<file path="src/rtl/alu_share_arbiter.sv">
// Two-requester arbiter in front of one shared 16-bit add/subtract/compare datapath.
// Optional feature macro: LT_OVF_CORRECT_EN -- when defined, LT is a true signed
// compare (sign of x-y corrected for overflow); when undefined, LT is bit 15 of x-y.
module alu_share_arbiter #(
    parameter bit PRIO_FIXED = 1'b0
) (
    input  logic        clk,
    input  logic        rst_n,
    input  logic        req0_valid,
    output logic        req0_ready,
    input  logic [1:0]  req0_op,
    input  logic [15:0] req0_x,
    input  logic [15:0] req0_y,
    input  logic        req1_valid,
    output logic        req1_ready,
    input  logic [1:0]  req1_op,
    input  logic [15:0] req1_x,
    input  logic [15:0] req1_y,
    output logic        rsp_valid,
    input  logic        rsp_ready,
    output logic        rsp_id,
    output logic [15:0] rsp_result,
    output logic        rsp_flag
);

    localparam int unsigned W = 16;

    localparam logic [1:0] OP_ADD = 2'b00;
    localparam logic [1:0] OP_SUB = 2'b01;
    localparam logic [1:0] OP_LT  = 2'b10;

    typedef enum logic [1:0] {
        IDLE = 2'b00,
        EXEC = 2'b01,
        RESP = 2'b10
    } state_t;

    state_t         state_q;
    state_t         state_d;
    logic           accept;
    logic           grant_id;
    logic           last_q;
    logic [1:0]     op_q;
    logic [W-1:0]   x_q;
    logic [W-1:0]   y_q;
    logic           id_q;

    logic [W-1:0]   alu_b;
    logic           alu_cin;
    logic [W:0]     alu_sum;
    logic [W-1:0]   alu_diff;
    logic           alu_ovf;
    logic           alu_lt;
    logic [W-1:0]   alu_result;
    logic           alu_flag;

    // Grant selection: single valid wins; a tie goes to requester 0 in fixed mode,
    // otherwise to the requester that was not granted last.
    always_comb begin
        grant_id = req1_valid;
        if (req0_valid && req1_valid) begin
            grant_id = PRIO_FIXED ? 1'b0 : ~last_q;
        end
    end

    // State register.
    always_ff @(posedge clk or negedge rst_n) begin
        if (!rst_n) begin
            state_q <= IDLE;
        end else begin
            state_q <= state_d;
        end
    end

    // Next state and accept handshake; ready is gated by rst_n so it drops immediately in reset.
    always_comb begin
        state_d    = state_q;
        accept     = 1'b0;
        req0_ready = 1'b0;
        req1_ready = 1'b0;
        case (state_q)
            IDLE: begin
                if (rst_n && (req0_valid || req1_valid)) begin
                    accept     = 1'b1;
                    req0_ready = ~grant_id;
                    req1_ready = grant_id;
                    state_d    = EXEC;
                end
            end
            EXEC: begin
                state_d = RESP;
            end
            RESP: begin
                if (rsp_ready) begin
                    state_d = IDLE;
                end
            end
            default: begin
                state_d = IDLE;
            end
        endcase
    end

    // Shared adder: ADD uses x+y, SUB and LT use x+~y+1.
    always_comb begin
        alu_b    = (op_q == OP_ADD) ? y_q : ~y_q;
        alu_cin  = (op_q != OP_ADD);
        alu_sum  = {1'b0, x_q} + {1'b0, alu_b} + (W+1)'(alu_cin);
        alu_diff = alu_sum[W-1:0];
        alu_ovf  = (x_q[W-1] ^ y_q[W-1]) & (alu_diff[W-1] ^ x_q[W-1]);
`ifdef LT_OVF_CORRECT_EN
        alu_lt   = alu_diff[W-1] ^ alu_ovf;
`else
        alu_lt   = alu_diff[W-1];
`endif
        alu_result = '0;
        alu_flag   = 1'b0;
        case (op_q)
            OP_ADD, OP_SUB: begin
                alu_result = alu_sum[W-1:0];
                alu_flag   = alu_sum[W];
            end
            OP_LT: begin
                alu_result = alu_lt ? {W{1'b1}} : '0;
                alu_flag   = alu_lt;
            end
            default: begin
                alu_result = '0;
                alu_flag   = 1'b0;
            end
        endcase
    end

    // Operand capture on accept, result register in EXEC, response hold until handshake.
    always_ff @(posedge clk or negedge rst_n) begin
        if (!rst_n) begin
            op_q       <= 2'b00;
            x_q        <= '0;
            y_q        <= '0;
            id_q       <= 1'b0;
            last_q     <= 1'b1;
            rsp_valid  <= 1'b0;
            rsp_id     <= 1'b0;
            rsp_result <= '0;
            rsp_flag   <= 1'b0;
        end else begin
            if (accept) begin
                op_q   <= grant_id ? req1_op : req0_op;
                x_q    <= grant_id ? req1_x  : req0_x;
                y_q    <= grant_id ? req1_y  : req0_y;
                id_q   <= grant_id;
                last_q <= grant_id;
            end
            if (state_q == EXEC) begin
                rsp_valid  <= 1'b1;
                rsp_id     <= id_q;
                rsp_result <= alu_result;
                rsp_flag   <= alu_flag;
            end else if ((state_q == RESP) && rsp_ready) begin
                rsp_valid  <= 1'b0;
            end
        end
    end

endmodule
</file>
<file path="config.mk">
export PLATFORM = sky130hd
export DESIGN_NAME = alu_share_arbiter
export DESIGN_NICKNAME = d
export VERILOG_FILES = /design/src/rtl/alu_share_arbiter.sv
export SDC_FILE = /design/constraint.sdc
export NUM_CORES = 1
export LEC_CHECK = 0
export CORE_MARGIN = 2
export CORE_UTILIZATION = 45
export DETAILED_ROUTE_END_ITERATION = 16
export GPL_TIMING_DRIVEN = 0
export PLACE_DENSITY = 0.78
export SKIP_CTS_REPAIR_TIMING = 1
export SYNTH_ARGS = -nofsm -noshare
export SYNTH_HDL_FRONTEND = slang
export SYNTH_SLANG_ARGS = --single-unit
</file>
<file path="constraint.sdc">
create_clock -name clk -period 2.8 [get_ports clk]
set_input_delay 0.42 -clock clk [delete_from_list [all_inputs] [get_ports clk]]
set_output_delay 0.42 -clock clk [all_outputs]
set_load 0.02 [all_outputs]
</file>
* After elaboration in Yosys (flattened, before gate mapping)
Cells that the tools add are included.
** Storage, ports and cells
- Output and inout bits :: 21
- Register bits :: 57
- Input bits :: 73
- Word-level logic and storage cells :: 50
** Operators by class
- Bitwise operators :: 3
- Add/sub/neg operators :: 2
- Reductions and logical operators :: 10
- Muxes and demuxes :: 19
- Equal/unequal tests :: 6
** Operators with widths (number)
- two-way mux 16 bit :: 4
- one-hot mux 16 bit (2 select lines) :: 1
- adder 16 x 16 -> 17 bit :: 1
- adder 17 x 1 -> 17 bit :: 1
- inverter 16 bit :: 1
- two-way mux 1 bit :: 9
- two-way mux 2 bit :: 3
- one-hot mux 2 bit (3 select lines) :: 1
- == test 2 x 1 -> 1 bit (second input constant) :: 2
- == test 2 bit (second input constant) :: 2
- logical NOT 2 bit :: 2
- != test 2 bit (second input constant) :: 2
- nonzero test 2 bit :: 2
- logical AND 1 bit :: 3
- inverter 1 bit :: 2
- one-hot mux 1 bit (2 select lines) :: 1
- AND reduction 2 bit :: 1
- OR reduction 2 bit :: 1
- logical OR 1 bit :: 1

* Logic depth before layout (Yosys ltp)
Gate-level depths: netlist of run 1.
- Depth in word-level cells :: 6
- Mapped depth :: 12
- Gate-level depth less buffers :: 10

* Worst setup path after synthesis of run 1
No wires, ideal clock.
- Path type :: register -> register
- Start point :: reg op_q[1]
- End point :: reg rsp_result[0]
- Arrival time :: 2973 ps
- Setup slack :: -299 ps
- Path buffers :: 3
- Stages on the path, launching flop included :: 12
- Clock period less this slack :: 3099 ps
- Cells stage by stage :: dfrtp_1 buf_4 nor2_1 buf_2 xnor2_1 ha_1 buf_2 and3_1 and3_1 or3b_4 and4_4 o32a_1
** On the way
- Cells in the longest elaborated chain, start to end :: 6
** RTL lines
- start: declaration :: line 43 : logic [1:0] op_q;
- start signal: assignment :: line 148 : op_q <= grant_id ? req1_op : req0_op;
- logical NOT 2 bit :: line 106, 118
- two-way mux 16 bit :: line 106 : alu_b = (op_q == OP_ADD) ? y_q : ~y_q;
- adder 16 x 16 -> 17 bit :: line 108 : alu_sum = {1'b0, x_q} + {1'b0, alu_b} + (W+1)'(alu_cin);
- adder 17 x 1 -> 17 bit :: line 108
- two-way mux 16 bit :: line 124 : alu_result = alu_lt ? {W{1'b1}} : '0;
- one-hot mux 16 bit (2 select lines) (*) :: line 118 : case (op_q)
- end signal: assignment :: line 157 : rsp_result <= alu_result;
- end: declaration :: line 22 : output logic [15:0] rsp_result,
Every way passes the cells marked *; elsewhere a longest branch is shown, timed or not.
A chain may end at the register's enable or synchronous reset.

* Worst setup path after layout of run 1
- Start point :: reg op_q[1]
- End point :: reg rsp_result[8]
The elaborated chain is that of the path after synthesis.

==> results of run 1 <==
-- placed cells by master (no fill, tap or decap), types with 3 or more instances in the layout --
| master | synthesis | layout |
|---|---|---|
| clkdlybuf4s50_1 | 0 | 92 |
| dfrtp_1 | 56 | 55 |
| nand2_1 | 53 | 52 |
| o21ai_0 | 45 | 42 |
| mux2i_1 | 35 | 35 |
| buf_4 | 1 | 25 |
| xnor2_1 | 22 | 17 |
| nor2_1 | 16 | 14 |
| ha_1 | 17 | 12 |
| clkbuf_1 | 11 | 11 |
| clkbuf_8 | 0 | 11 |
| a21oi_1 | 12 | 10 |
| o211ai_1 | 9 | 9 |
| inv_1 | 7 | 7 |
| nand2b_1 | 6 | 6 |
| nor3_1 | 6 | 5 |
| a21o_1 | 7 | 5 |
| xnor2_2 | 0 | 4 |
| nand3_1 | 5 | 4 |
| o32a_1 | 4 | 4 |
| buf_6 | 0 | 3 |
| nor2_4 | 0 | 3 |
| clkbuf_4 | 0 | 3 |
| and3_4 | 0 | 3 |
| nand4_1 | 3 | 3 |
| xor2_1 | 3 | 3 |
| a31oi_1 | 4 | 3 |
| ha_2 | 0 | 3 |
-- worst paths after layout --
kind	slack, ns	to	start
max	-0.04	rsp_result[8]	op_q[1]
min	0.002	rsp_result[2]	rst_n
max reg2reg	-0.04	rsp_result[8]	op_q[1]
min reg2reg	0.48	rsp_id	rsp_id
max in group asynchronous	2.30	op_q[0]	rst_n
min in group clk	0.48	rsp_id	rsp_id
-- cell families (layout without fill, tap and decap cells) --
family                   count (synthesis)  in the layout  synth area share, %
adder cells (fa/ha/maj)                 18             18                 6.51
multiplexers                            35             35                 9.80
AO/OA/AOI/OAI                          104            104                 19.5
flip-flops                              57             57                 39.9
AND/OR/NAND/NOR                        113            113                 15.2
XOR/XNOR                                25             25                 6.12
buffers and inverters                   26            163                 3.04
-- area by class of cell --
type	count	area [sq um]
Clock inverter	5	77.6
Buffer	19	115
Fill cell	579	2360
Timing Repair Buffer	121	1180
Sequential cell	57	1430
Multi-Input combinational cell	295	2260
Tap cell	102	128
Inverter	7	26.3
Clock buffer	11	151
-- flip-flops by register name, indices dropped and copies added (netlist names) --
register    count
state_q         2
rsp_id          1
rsp_result     16
op_q            2
id_q            1
rsp_flag        1
y_q            16
last_q          1
rsp_valid       1
x_q            16
-- through the flow --
| stage | hold slack, ns | setup WS (ns) |
|---|---|---|
| 6_report | 0.00226 | -0.0418 |
| 5_1_grt | 0.0259 | -0.126 |
| 4_1_cts | 0.0878 | -0.414 |
| 3_5_place_dp | 0.463 | -0.395 |
| 3_3_place_gp | 0.466 | -2.33 |
| 2_1_floorplan | 0.124 | 0.0151 |
-- worst max-delay path: stages (launching register included) --
cell and delay, ns:
dfrtp_1 0.39, buf_6 0.13, nor2_4 0.21, buf_12 0.15
xnor2_2 0.13, inv_1 0.09, fa_2 0.39, nor2b_2 0.15
o2111a_2 0.25, nor2_1 0.05, a211o_1 0.28, or3_4 0.34
a41oi_2 0.19
-- layer usage --
| metal | vias to the layer above | track usage (%) | share of wire (%) |
|---|---|---|---|
| li1 | 1629 | - | - |
| met1 | 1566 | 27.3 | 44 |
| met2 | 80 | 35.3 | 50 |
| met3 | 14 | 3.38 | 3.5 |
| met4 | 0 | 9.19 | 1.9 |
| met5 | - | 0 | 0 |
-- power by group --
part / leakage [nW] / total (mW) / switching, mW / internal (mW)
Combinational: 1.51 / 5.57 / 2.78 / 2.78
Sequential: 0.696 / 1.46 / 0.271 / 1.19
Clock: 0.115 / 0.900 / 0.354 / 0.546
==> impl_results.md, run 1 <==
- Synth area leader: dfrtp_1
- Drt total wl: 9560 um
- Placer Congestion: 0.858
- Number of flops mapped to enable cells by yosys: 0
- First-pass DRT Iterations: 4
- Setup TNS: -0.0538 ns
- DR vias: 3289
- Setup violators final: 4
- Starting Density: 46.3%
- Final worst path period share: 101%
- Cells after DPL: 574
- Number of global-route vias before repair: 3088
- CTS tree: done
- Synthesized Nets: 469
- Via/cell ratio: 5.33
- Avg Inst Size Synth: 9.46 sq um
- Hold crit path type: primary input to async pin
- Mapped Area: 3580 sq um
- Max_cap viols: 0
- CP arrival: 3.10 ns
- CP Launch Type: flop
- CTS sink cnt: 57
- Hold Vio Cnt, Final: 0
- CTS root buf: clkbuf_8
- First-pass GRT wire length: 14400 um
- Num CTS Buffers: 9
- Skew-Pair Late Insertion Delay: 0.36 ns
- Slew @ Worst Pin: 0.523 ns
- Max VDD drop: 0.548 mV
- Synth unique cells: 55
- Synth top cells by count: dfrtp_1, nand2_1, o21ai_0
- Cell area after layout: 5370 sq um
- DRT iter0 DRCs: 116
- Area share of the largest cell type after synthesis: 39.2%
- H-tree Lvls: 3
- Final setup margin: -0.0418 ns
- DRC viols: 0
- Rel. slew slack: 65.2%
- Status: complete, but fails checks
- PwrDens: 1480 nW/um^2
- # diodes: 0
- Nets: 601
- Top_reg_cell synth: dfrtp_1
- Initial antenna violation count: 0
- Async S/R FF share, synth: 100%
- WS Path Type: flop to flop
- Reg clk slew, reported paths: 0.07 ns
- Leakage: 2.32 nW
- Failing checks: negative setup slack
- Gr usage total: 21.2%
- Area after DPL: 4660 sq um
- RSZ-0062 raised after global routing: yes
- Dpl hpwl: 7010 um
- Num rows: 32
- Clock Tree Buf Depth: 2
- Area delta synth->final: 50.1%
- Tmin final: 2.84 ns
- Sequential area share after synthesis: 39.9%
- Yosys warns: 0
- Most frequent cell after synthesis: dfrtp_1
- Antenna Violating Nets Remaining: 0
- FF+latch count, synth: 57
- R2r worst-path depth: 12
- Max Fanout on Critical Path: 4
- Fmax: 352 MHz
- I/O pins: 94
- Die Height: 93.1 um
- Port Buffer Count: 93
- Synth area leaders: dfrtp_1, mux2i_1, o21ai_0
- Avg WL per Cell: 15.5 um
- Gate Count Post-Synth: 378
- Total gr overflow: 0
- Clock skew: 0.0128 ns
- Util after Layout: 69.5%
- Largest net degree at the start of global routing: 33
- Proportion of layout cells with a drive suffix above 1: 19.6%
- WP data required: 3.06 ns
- Total power: 7.93 mW
- Die area: 8680 sq um
- CORE AREA: 7730 sq um
- Die Wd: 93.1 um
- Crit. End Element: flop
- Finished Layout Cells: 617
- Fin. max-slew vios: 0
Power figures use the tool's default switching activity.
==> run 2: changes to the inputs <==
--- a/config.mk
+++ b/config.mk
@@ -6,10 +6,10 @@
 export NUM_CORES = 1
 export LEC_CHECK = 0
 export CORE_MARGIN = 2
-export CORE_UTILIZATION = 45
+export CORE_UTILIZATION = 49
 export DETAILED_ROUTE_END_ITERATION = 16
 export GPL_TIMING_DRIVEN = 0
-export PLACE_DENSITY = 0.78
+export PLACE_DENSITY = 0.8
 export SKIP_CTS_REPAIR_TIMING = 1
 export SYNTH_ARGS = -nofsm -noshare
 export SYNTH_HDL_FRONTEND = slang
==> constraint.sdc (replaced) <==
create_clock -name clk -period 2.85 [get_ports clk]
set_input_delay 0.4275 -clock clk [delete_from_list [all_inputs] [get_ports clk]]
set_output_delay 0.4275 -clock clk [all_outputs]
set_load 0.02 [all_outputs]
==> impl_results.md, run 2 (synthesis results as in run 1) <==
- First-pass GRT wire length: 14500 um (was 14400 um)
- Setup WS pre-CTS: -0.369 ns (was -0.395 ns)
- Number of global-route vias before repair: 3115 (was 3088)
- Port Buffer Count: 93 (unchanged)
- Initial antenna violation count: 0 (unchanged)
- Drt total wl: 9690 um (was 9560 um)
- Clock Tree Buf Depth: 2 (unchanged)
- CP Launch Type: flop (unchanged)
- Max Fanout on Critical Path: 5 (was 4)
- Dpl hpwl: 7100 um (was 7010 um)
- Max_cap viols: 0 (unchanged)
- RSZ-0062 raised after global routing: yes (unchanged)
- Antenna Violating Nets Remaining: 0 (unchanged)
- Placer Congestion: 0.848 (was 0.858)
- H-tree Lvls: 3 (unchanged)
- Area after DPL: 4660 sq um (about the same)
- Most frequent cells in the layout: clkdlybuf4s50_1, dfrtp_1, nand2_1 (unchanged)
- Final setup margin: 0.0274 ns (was -0.0418 ns)
- Gr usage total: 23.5% (was 21.2%)
- Leakage: 2.30 nW (was 2.32 nW)
- CTS tree: done (unchanged)
- Area delta synth->final: 48.5% (was 50.1%)
- Proportion of layout cells with a drive suffix above 1: 18.2% (was 19.6%)
- Hold Vio Cnt, Final: 0 (unchanged)
- Die Wd: 89.4 um (was 93.1 um)
- Fin. max-slew vios: 0 (unchanged)
- DRT iter0 DRCs: 114 (was 116)
- Cells after DPL: 571 (was 574)
- CTS sink cnt: 57 (unchanged)
- Via/cell ratio: 5.33 (about the same)
- DRC viols: 0 (unchanged)
- Num CTS Buffers: 9 (unchanged)
- Avg WL per Cell: 15.8 um (was 15.5 um)
- Nets: 602 (was 601)
- Starting Density: 49.8% (was 46.3%)
- Setup TNS: 0 ns (was -0.0538 ns)
- Skew-Pair Late Insertion Delay: 0.33 ns (was 0.36 ns)
- Fmax: 354 MHz (was 352 MHz)
- Die area: 8000 sq um (was 8680 sq um)
- Slew @ Worst Pin: 0.535 ns (was 0.523 ns)
- WP data required: 3.04 ns (was 3.06 ns)
- # diodes: 0 (unchanged)
- Total gr overflow: 0 (unchanged)
- Max VDD drop: 0.533 mV (was 0.548 mV)
- First-pass DRT Iterations: 4 (unchanged)
- Largest net degree at the start of global routing: 33 (unchanged)
- Cell area after layout: 5310 sq um (was 5370 sq um)
- Hold crit path type: primary input to async pin (unchanged)
- Reg clk slew, reported paths: 0.06 ns (was 0.07 ns)
- CP arrival: 3.01 ns (was 3.10 ns)
- Finished Layout Cells: 615 (was 617)
- CORE AREA: 7180 sq um (was 7730 sq um)
- Num rows: 31 (was 32)
- Worst hold slack: 0.0277 ns (was 0.00226 ns)
- Commonest non-fill, non-tap cell in the layout: clkdlybuf4s50_1 (unchanged)
- Setup violators final: 0 (was 4)
- Rel. slew slack: 64.3% (was 65.2%)
- Final worst path period share: 99.0% (was 101%)
- Crit. End Element: flop (unchanged)
- Status: finished clean (was complete, but fails checks)
- I/O pins: 94 (unchanged)
- DR vias: 3279 (was 3289)
- Clock skew: 0.00538 ns (was 0.0128 ns)
- Die Height: 89.4 um (was 93.1 um)
- CTS root buf: clkbuf_8 (unchanged)
- Tmin final: 2.82 ns (was 2.84 ns)
- Largest registers: rsp_result (16), x_q (16), y_q (16) (unchanged)
- WS Path Type: flop to flop (unchanged)
- PwrDens: 1410 nW/um^2 (was 1480 nW/um^2)
[run 2: changes by cell type in the layout (fill, tap and decap cells not counted), sizes merged]
cell | previous run | this run
clkbuf | 26 | 29
bufinv | 2 | 0
clkinvlp | 1 | 0
buf | 33 | 34
[run 2: metal layers]
layer / vias up / wire length (um) / global-route usage [%]
met5: - / 0 / 0
met4: 0 / 140 / 10.0
met3: 12 / 450 / 4.16
met2: 88 / 4870 / 37.4
met1: 1545 / 4230 / 31.6
li1: 1634 / - / -
[run 2: worst paths after layout]
| kind | depth (start not counted) | slack [ns] | from | end |
|---|---|---|---|---|
| setup / recovery | 10 | 0.03 | op_q[0] | rsp_result[8] |
| hold / removal | 1 | 0.03 | rst_n | y_q[9] |
| setup reg to reg | 10 | 0.03 | op_q[0] | rsp_result[8] |
| hold reg to reg | 2 | 0.49 | rsp_id | rsp_id |
| max in group asynchronous | 2 | 2.33 | rst_n | rsp_result[3] |
| min in group clk | 2 | 0.49 | rsp_id | rsp_id |
[run 2: report_power, final]
group / switching [mW] / leakage (nW) / internal (mW)
clock network: 0.315 / 0.102 / 0.408
registers: 0.265 / 0.697 / 1.17
logic: 2.70 / 1.50 / 2.63
total: 3.28 / 2.30 / 4.21
[run 2: final cells by class]
type	instances	area, sq um
Tap cell	99	124
Multi-Input combinational cell	295	2250
Clock buffer	14	183
Timing Repair Buffer	122	1180
Clock inverter	2	10.0
Inverter	7	26.3
Buffer	19	109
Sequential cell	57	1430
Fill cell	533	1870
[run 2: worst max-delay path, stage by stage (launching register included)]
cell and delay, ns:
dfrtp_1 0.48, nor2_4 0.24, buf_8 0.19, xnor2_1 0.09
ha_2 0.37, and3_4 0.20, and3_4 0.19, or3b_4 0.42
and4_4 0.23, nor2_4 0.14, a41oi_2 0.12
[run 2: through the flow]
stage | util, % | power, mW
2_1_floorplan | - | 4.38
3_3_place_gp | 64.7 | 5.45
3_5_place_dp | 64.9 | 5.52
4_1_cts | 67.6 | 6.26
5_1_grt | 74.0 | 8.05
6_report | 74.0 | 7.49
==> run 3: changes to the inputs <==
--- a/config.mk
+++ b/config.mk
@@ -7,9 +7,10 @@
 export LEC_CHECK = 0
 export CORE_MARGIN = 2
 export CORE_UTILIZATION = 49
+export CTS_BUF_LIST = sky130_fd_sc_hd__clkbuf_16
 export DETAILED_ROUTE_END_ITERATION = 16
-export GPL_TIMING_DRIVEN = 0
-export PLACE_DENSITY = 0.8
+export GPL_TIMING_DRIVEN = 1
+export PLACE_DENSITY_LB_ADDON = 0.05
 export SKIP_CTS_REPAIR_TIMING = 1
 export SYNTH_ARGS = -nofsm -noshare
 export SYNTH_HDL_FRONTEND = slang
==> impl_results.md, run 3 (synthesis results as in run 1) <==
- Setup violators final: 0 (unchanged)
- Max VDD drop: 0.522 mV (was 0.533 mV)
- First-pass DRT Iterations: 4 (unchanged)
- Setup WS pre-CTS: 0.151 ns (was -0.369 ns)
- Reg clk slew, reported paths: 0.05 ns (was 0.06 ns)
- DRC viols: 0 (unchanged)
- Leakage: 2.18 nW (was 2.30 nW)
- Avg WL per Cell: 13.9 um (was 15.8 um)
- Total gr overflow: 0 (unchanged)
- CP max stage delay: 0.43 ns (was 0.48 ns)
- Critical Path, Cell by Cell: nor2_4 > buf_12 > xnor2_1 > ha_1 > and2_1 > and3_1 > or3b_4 > and4_4 > o32a_1 (was nor2_4 > buf_8 > xnor2_1 > ha_2 > and3_4 > and3_4 > or3b_4 > and4_4 > nor2_4 > a41oi_2)
- Slowest cell on crit path: or3b_4 (was dfrtp_1)
- Die Wd: 89.4 um (unchanged)
- CTS root buf: clkbuf_16 (was clkbuf_8)
- Via/cell ratio: 5.26 (was 5.33)
- Num CTS Buffers: 9 (unchanged)
- Port Buffer Count: 93 (unchanged)
- Worst reg-to-reg setup slack: 0.17 ns (was 0.03 ns)
- Proportion of layout cells with a drive suffix above 1: 8.70% (was 18.2%)
- # diodes: 0 (unchanged)
- Number of global-route vias before repair: 2852 (was 3115)
- Starting Density: 49.8% (unchanged)
- DR vias: 3059 (was 3279)
- Num rows: 31 (unchanged)
- Nets: 569 (was 602)
- WS Path Type: flop to flop (unchanged)
- Cell area after layout: 4950 sq um (was 5310 sq um)
- Gr usage total: 22.2% (was 23.5%)
- PwrDens: 1330 nW/um^2 (was 1410 nW/um^2)
- Slew @ Worst Pin: 0.701 ns (was 0.535 ns)
- Die Height: 89.4 um (unchanged)
- Fin. max-slew vios: 0 (unchanged)
- Rel. slew slack: 53.3% (was 64.3%)
- DRT iter0 DRCs: 105 (was 114)
- H-tree Lvls: 3 (unchanged)
- Clock Tree Buf Depth: 2 (unchanged)
- RSZ-0062 raised after global routing: no (was yes)
- Setup TNS: 0 ns (unchanged)
- CORE AREA: 7180 sq um (unchanged)
- Skew-Pair Late Insertion Delay: 0.32 ns (was 0.33 ns)
- Max Fanout on Critical Path: 15 (was 5)
- Crit. End Element: flop (unchanged)
- First-pass GRT wire length: 13600 um (was 14500 um)
- Largest net degree at the start of global routing: 70 (was 33)
- Status: finished clean (unchanged)
- Placer Congestion: 0.876 (was 0.848)
- Dpl hpwl: 6340 um (was 7100 um)
- CP arrival: 2.88 ns (was 3.01 ns)
- Clock skew: 0.00624 ns (was 0.00538 ns)
- Most frequent cells in the layout: clkdlybuf4s50_1, dfrtp_1, nand2_1 (unchanged)
- CTS sink cnt: 57 (unchanged)
- CP Launch Type: flop (unchanged)
- WP data required: 3.05 ns (was 3.04 ns)
- Final worst path period share: 93.9% (was 99.0%)
- Largest registers: rsp_result (16), x_q (16), y_q (16) (unchanged)
- Util after Layout: 68.9% (was 74.0%)
- Tmin final: 2.68 ns (was 2.82 ns)
- Area delta synth->final: 38.3% (was 48.5%)
- Hold Vio Cnt, Final: 0 (unchanged)
- Commonest non-fill, non-tap cell in the layout: clkdlybuf4s50_1 (unchanged)
- Fmax: 374 MHz (was 354 MHz)
- Area after DPL: 4690 sq um (was 4660 sq um)
- Drt total wl: 8070 um (was 9690 um)
- Max_cap viols: 0 (unchanged)
- I/O pins: 94 (unchanged)
- Antenna Violating Nets Remaining: 0 (unchanged)
- Initial antenna violation count: 0 (unchanged)
- Die area: 8000 sq um (unchanged)
- CTS tree: done (unchanged)
- Final setup margin: 0.173 ns (was 0.0274 ns)
- Hold crit path type: primary input to async pin (unchanged)
-- run 3: metal layers --
metal / track usage [%] / up-vias / part of all wire (%)
met1: 32.4 / 1397 / 50
met3: 4.52 / 13 / 5.0
li1: - / 1560 / -
met2: 31.6 / 89 / 43
met5: 0 / - / 0
met4: 9.50 / 0 / 2.1
-- run 3: area by class of cell --
class	count	area, sq um
tap	99	124
timing repair buffer	108	1050
sequential	57	1430
multi-input combinational	295	2060
fill	570	2230
clock buffer	9	225
clock inverter	7	30.0
inverter	7	26.3
-- run 3: where the power goes --
part	internal, mW	switching (mW)	leakage [nW]
registers	1.17	0.258	0.697
logic	1.99	2.27	1.35
clock network	0.567	0.340	0.136
total	3.73	2.86	2.18
-- run 3: worst paths after layout --
check | startpoint | end | cells after the start
max in group asynchronous | rst_n | y_q[7] | 2
setup / recovery | op_q[1] | rsp_result[3] | 9
setup reg to reg | op_q[1] | rsp_result[3] | 9
hold / removal | rst_n | state_q[1] | 2
min in group clk | rsp_id | rsp_id | 2
hold reg to reg | rsp_id | rsp_id | 2
-- run 3: worst max-delay path: cells and delay by family, from the launching register on --
kind / cells / cell delay (ns)
AO/OA/AOI/OAI: 1 / 0.32
XOR/XNOR: 1 / 0.08
adder cells (fa/ha/maj): 1 / 0.33
buffers and inverters: 1 / 0.17
flip-flops: 1 / 0.42
AND/OR/NAND/NOR: 5 / 1.25
-- run 3: through the flow --
step	hold slack, ns	power (mW)	std cells
global placement	0.458	5.60	566
finish	0.278	6.59	582
CTS	0.309	6.59	582
floorplan	0.132	4.38	378
detailed placement	0.462	5.65	566
global route	0.349	7.21	582
